<file path="src/rtl/xalu_nibble_seq.sv">
// rtl/xalu_nibble_seq.sv - multi-nibble sequencer driving a combinational 4-bit xalu slice
//
// Issues a 4*NIBBLES-bit operation to the slice one nibble per clock, chaining the
// carry/shift bit through carry_reg, and returns the assembled result on a
// valid/ready handshake.
//
// Optional feature macro: XALU_SEQ_EQU_EN (full-width A==B flag from alu_equ).
//
// Ports:
//   clk, rst                 clock (rising edge), synchronous active-high reset
//   cmd_valid/cmd_ready      command handshake (ready only in IDLE)
//   cmd_a, cmd_b             operands, 4*NIBBLES bits
//   cmd_f, cmd_com, cmd_cin  function code, complement-output mode, carry/shift-in
//   alu_a, alu_b, alu_f,
//   alu_com, alu_ci_right,
//   alu_ci_left              nibble-level drive to the slice (0 outside RUN)
//   alu_d, alu_co_left,
//   alu_co_right, alu_zero,
//   alu_equ                  slice outputs, sampled in the cycle they are driven
//   res_valid/res_ready      result handshake
//   res_d, res_cout,
//   res_zero, res_equ        assembled result, final carry, zero and A==B flags

module xalu_nibble_seq #(
  parameter int NIBBLES = 4
) (
  input  logic                   clk,
  input  logic                   rst,
  input  logic                   cmd_valid,
  output logic                   cmd_ready,
  input  logic [4*NIBBLES-1:0]   cmd_a,
  input  logic [4*NIBBLES-1:0]   cmd_b,
  input  logic [2:0]             cmd_f,
  input  logic                   cmd_com,
  input  logic                   cmd_cin,
  output logic [3:0]             alu_a,
  output logic [3:0]             alu_b,
  output logic [2:0]             alu_f,
  output logic                   alu_com,
  output logic                   alu_ci_right,
  output logic                   alu_ci_left,
  input  logic [3:0]             alu_d,
  input  logic                   alu_co_left,
  input  logic                   alu_co_right,
  input  logic                   alu_zero,
  input  logic                   alu_equ,
  output logic                   res_valid,
  input  logic                   res_ready,
  output logic [4*NIBBLES-1:0]   res_d,
  output logic                   res_cout,
  output logic                   res_zero,
  output logic                   res_equ
);

  localparam int WIDTH = 4 * NIBBLES;
  localparam int IDXW  = (NIBBLES > 1) ? $clog2(NIBBLES) : 1;
  localparam logic [IDXW-1:0] LAST_IDX = IDXW'(NIBBLES - 1);

  localparam logic [2:0] F_ADD = 3'd0;
  localparam logic [2:0] F_SHR = 3'd6;
  localparam logic [2:0] F_SHL = 3'd7;

  typedef enum logic [1:0] {IDLE, RUN, DONE} state_t;

  state_t            state, state_nxt;
  logic [WIDTH-1:0]  a_reg, b_reg;
  logic [2:0]        f_reg;
  logic              com_reg;
  logic              carry_reg;
  logic              zero_acc;
  logic [IDXW-1:0]   idx;
  logic [IDXW+1:0]   bit_base;
  logic              accept;
  logic              last_nib;
  logic              is_shr;
  logic              left_chain;   // ADD/SHL: carry travels toward the MSB
  logic              carry_nxt;

  assign accept     = cmd_valid && (state == IDLE);
  assign is_shr     = (f_reg == F_SHR);
  assign left_chain = (f_reg == F_ADD) || (f_reg == F_SHL);
  assign bit_base   = {idx, 2'b00};
  // SHR walks MSB-first, so its final nibble is index 0.
  assign last_nib   = is_shr ? (idx == '0) : (idx == LAST_IDX);
  assign carry_nxt  = is_shr ? alu_co_right : alu_co_left;

  // State register
  always_ff @(posedge clk) begin
    if (rst) state <= IDLE;
    else     state <= state_nxt;
  end

  // Next-state logic
  always_comb begin
    state_nxt = state;
    case (state)
      IDLE:    if (cmd_valid) state_nxt = RUN;
      RUN:     if (last_nib) state_nxt = DONE;
      DONE:    if (res_ready) state_nxt = IDLE;
      default: state_nxt = IDLE;
    endcase
  end

  // Output logic: slice is only driven while a nibble is in flight
  always_comb begin
    cmd_ready    = (state == IDLE);
    res_valid    = (state == DONE);
    alu_a        = 4'd0;
    alu_b        = 4'd0;
    alu_f        = 3'd0;
    alu_com      = 1'b0;
    alu_ci_right = 1'b0;
    alu_ci_left  = 1'b0;
    if (state == RUN) begin
      alu_a        = a_reg[bit_base +: 4];
      alu_b        = b_reg[bit_base +: 4];
      alu_f        = f_reg;
      alu_com      = com_reg;
      alu_ci_right = left_chain ? carry_reg : 1'b0;
      alu_ci_left  = is_shr ? carry_reg : 1'b0;
    end
  end

  // Datapath
  always_ff @(posedge clk) begin
    if (rst) begin
      a_reg     <= '0;
      b_reg     <= '0;
      f_reg     <= 3'd0;
      com_reg   <= 1'b0;
      carry_reg <= 1'b0;
      zero_acc  <= 1'b0;
      idx       <= '0;
      res_d     <= '0;
      res_cout  <= 1'b0;
      res_zero  <= 1'b0;
    end else if (accept) begin
      a_reg     <= cmd_a;
      b_reg     <= cmd_b;
      f_reg     <= cmd_f;
      com_reg   <= cmd_com;
      carry_reg <= cmd_cin;
      zero_acc  <= 1'b1;
      idx       <= (cmd_f == F_SHR) ? LAST_IDX : '0;
    end else if (state == RUN) begin
      res_d[bit_base +: 4] <= alu_d;
      zero_acc <= zero_acc & alu_zero;
      if (left_chain || is_shr) carry_reg <= carry_nxt;
      if (last_nib) begin
        // Logic ops never produce a carry, whatever the slice reports.
        res_cout <= (left_chain || is_shr) ? carry_nxt : 1'b0;
        res_zero <= zero_acc & alu_zero;
      end
      if (!last_nib) idx <= is_shr ? idx - 1'b1 : idx + 1'b1;
    end
  end

`ifdef XALU_SEQ_EQU_EN
  logic equ_acc;

  always_ff @(posedge clk) begin
    if (rst) begin
      equ_acc <= 1'b0;
      res_equ <= 1'b0;
    end else if (accept) begin
      equ_acc <= 1'b1;
    end else if (state == RUN) begin
      equ_acc <= equ_acc & alu_equ;
      if (last_nib) res_equ <= equ_acc & alu_equ;
    end
  end
`else
  logic unused_equ;
  assign unused_equ = alu_equ;
  assign res_equ    = 1'b0;
`endif

endmodule
</file>
<file path="config.mk">
export PLATFORM = sky130hd
export DESIGN_NAME = xalu_nibble_seq
export DESIGN_NICKNAME = d
export VERILOG_FILES = /design/src/rtl/xalu_nibble_seq.sv
export SDC_FILE = /design/constraint.sdc
export NUM_CORES = 1
export LEC_CHECK = 0
export ABC_AREA = 1
export BUFFER_PORTS_ARGS = -buffer_cell sky130_fd_sc_hd__buf_4
export CORE_MARGIN = 2
export CORE_UTILIZATION = 55
export DETAILED_ROUTE_END_ITERATION = 10
export HOLD_SLACK_MARGIN = 0.15
export PLACE_DENSITY = 0.85
export SLEW_MARGIN = 10
export SYNTH_ARGS = -nofsm -noshare
export SYNTH_HDL_FRONTEND = slang
export SYNTH_SLANG_ARGS = --single-unit
</file>
<file path="constraint.sdc">
create_clock -name clk -period 3.1 [get_ports clk]
set_clock_uncertainty 0.15 [all_clocks]
set_input_delay 0 -clock clk [delete_from_list [all_inputs] [get_ports clk]]
set_output_delay 0 -clock clk [all_outputs]
set_load 0.02 [all_outputs]
</file>
==> impl_metrics.csv <==
group,metric,value,unit
clocking,clk_path_buf_depth,2,
sta,hold_viol_final,0,
setup_path,crit_path_cell_trace,"inv_1 -> ha_1 -> inv_1 -> nor2_1 -> nor3b_2 -> nand2_1 -> a21oi_1 -> dlygate4sd3_1",
synth,yosys.area.top_type,"dfxtp_1",
setup_path,slowest_stage,"dlygate4sd3_1",
routing,drt_pass1_iterations,4,
flow_run,timing.max_cap.violations,0,
placed_design,place_hpwl,4430,µm
routing,drt-total-wl,8250,µm
sta,finalCritPeriodShare,84.8,%
routing,remaining_drc_errors,0,
power,leakagePower,1.92,nW
sta,rsz0062_at_grt,"false",
power,p_comb_share,22.7,%
setup_path,max_stage_delay,550,ps
global_routing,grt_overflow,0,
placed_design,portBuffers,81,
power,switching_share,28.0,%
sta,max_freq,380,MHz
power,intPower,1.62,mW
sta,slew_headroom,29.9,%
setup_path,worst-path-buf-inv,3,
power,p_switching,631,µW
global_routing,grt_pass1_wl,13100,µm
synth,async_flop_share,0,%
finish,num-nets-final,586,
floorplanning,fp.dieArea,5670,µm²
routing,first_iter_violations,242,
finish,multiInputGateArea,1370,µm²
synth,synth_nets,461,
routing,vias,3153,
clocking,clkLatencyLatePin,330,ps
synth,yosys-top-cells-count,"122 x nor2_1, 66 x nand2_1, 60 x dfxtp_1",
synth,ys_ff_latch,60,
routing,routed_via_density,5.22,
clocking,cts_root_buf,"clkbuf_8",
clocking,htree_levels,3,
clocking,numCtsBuffers,9,
finish,syn_to_final_growth,48.3,%
finish,seq_area,1200,µm²
clocking,post_cts_buffers,0,
clocking,cts.sinks,60,
synth,synth_top_area_share,43.0,%
synth,ys_seq_area_share,43.0,%
global_routing,grt_pass1_vias,2954,
power,power_frac_clock,39.0,%
clocking,tritoncts,"built",
sta,setup_viol,0,
sta,setup_tns,0,ps
sta,layout_min_cycle_time,2630,ps
synth,ys_types,27,
finish,fillers,287,
floorplanning,coreArea,4820,µm²
routing,avgRoutedWirePerCell,13.7,µm
global_routing,grt_max_degree,48,
synth,yosysWarningCount,0,
setup_path,crit_path_start_kind,"flop",
sta,tightest_slew,1050,ps
floorplanning,die_w,75.3,µm
synth,synth_cells,407,
synth,synth.most_common_cell,"nor2_1",
setup_path,path_delay_family,"buffers and inverters",
sta,slew_violations,0,
hold_path,holdCritPathClass,"in -> reg",
global_routing,antenna_found_initial,0,
setup_path,critPathKind,"reg -> reg",
setup_path,arrival,2760,ps
finish,drive_above_1_share,20.7,%
run_status,outcome,"finished clean",
synth,syn-cell-area,2790,µm²
floorplanning,rows,25,
synth,yosys-top-cells-area,"dfxtp_1 43%, nor2_1 16%, o21ai_0 9.7%",
finish,final_util,86.0,%
finish,diodes,0,
clocking,clk_pin_slew_worst_paths,70,ps
setup_path,critPathMostFrequentCell,"inv_1",
synth,synthFlopType,"dfxtp_1",
power,p_seq_share,38.3,%
floorplanning,ios,84,
placed_design,place.gp.congestion,0.823,
setup_path,cp.required,3230,ps
power,power_density,544,nW/µm²
routing,ant_nets,0,
global_routing,globalRouteTotalUtil,30.5,%
setup_path,cp_max_fo,24,
synth,avgSynthCellArea,6.86,µm²
floorplanning,dieHeight,75.3,µm
floorplanning,initial_core_util,58.0,%
power,vdd_ir_drop_max,0.351,mV
synth,synth-edff-count,0,
setup_path,end_kind,"flop",
==> logic make-up (layout without fill, tap and decap cells) <==
family                   after synthesis  count (layout)  synth area share (%)
AO/OA/AOI/OAI                         85              85                  15.3
adder cells (fa/ha/maj)                5               5                  2.24
buffers and inverters                 45             175                  8.15
flip-flops                            60              60                  43.0
other                                  1               1                 0.134
AND/OR/NAND/NOR                      211             211                  31.2
==> power by group through the flow <==
stage                     combinational [mW]  sequential (mW)  clock (mW)
after detailed placement               0.436            0.879           0
after CTS                              0.494            0.862       0.883
final                                  0.511            0.863       0.877
after global routing                   0.565            0.870       0.901
after global placement                 0.425            0.877           0
after floorplan                        0.308            0.881           0
==> stage by stage <==
stage          instance area [µm²]  instances  worst slack (ps)  hold slack [ps]  total power, mW
6_report                      4140        604               470              307             2.25
5_1_grt                       4140        604               243              341             2.34
4_1_cts                       4140        604               536              296             2.24
3_5_place_dp                  3370        536              1070              108             1.31
3_3_place_gp                  3370        536              1110              100             1.30
2_1_floorplan                 2790        407              1340            -7.24             1.19
==> path summary, 6_finish.rpt <==
path / start / slack (ps) / to / cells past startpoint
min reg2reg: res_d[4] / 320 / res_d[4] / 2
min: cmd_a[7] / 310 / a_reg[7] / 4
max reg2reg: idx[0] / 470 / res_d[2] / 8
max: idx[0] / 470 / res_d[2] / 8
==> layer usage <==
| metal | global-route usage, % | up-vias | routed length [µm] |
|---|---|---|---|
| met1 | 34.6 | 1448 | 3280 |
| met2 | 53.2 | 127 | 4250 |
| li1 | - | 1545 | - |
| met3 | 6.02 | 33 | 417 |
| met4 | 17.5 | 0 | 300 |
| met5 | 0 | - | 0 |
==> worst reg2reg max path, cell delays in order, from the launching register on <==
cell and delay [ps]:
dfxtp_1 310, inv_1 490, ha_1 400, inv_1 80, nor2_1 90, nor3b_2 300, nand2_1 80, a21oi_1 130
dlygate4sd3_1 550
==> timing repair <==
item	in CTS	in global routing
setup endpoints to repair	0	0
gates resized for setup	0	0
hold buffers	52	0
hold endpoints to repair	60	0
==> final cells by class <==
type | instances | area share [%]
tap | 67 | 2.02
inverter | 23 | 2.20
clock inverter | 4 | 2.30
timing repair buffer | 136 | 27.8
multi-input combinational | 302 | 33.0
sequential | 60 | 29.0
clock buffer | 12 | 3.75
==> cell usage in the layout (no fill, tap or decap) <==
cell	count
dfxtp_1	60
inv_2	1
nor3_4	1
dlygate4sd3_1	52
nand2_4	2
buf_4	84
conb_1	1
inv_6	1
clkbuf_8	11
clkbuf_1	1
a21oi_1	30
nand4_1	2
nand3_2	1
ha_1	5
and3_1	1
nor3_2	1
nor3b_2	1
nor2_1	122
nand2_1	66
bufinv_16	3
nor2_2	2
inv_1	21
o21ai_0	54
clkinv_2	1
nand3_1	10
nand2_2	2
a22oi_1	1
Power figures use the tool's default switching activity.
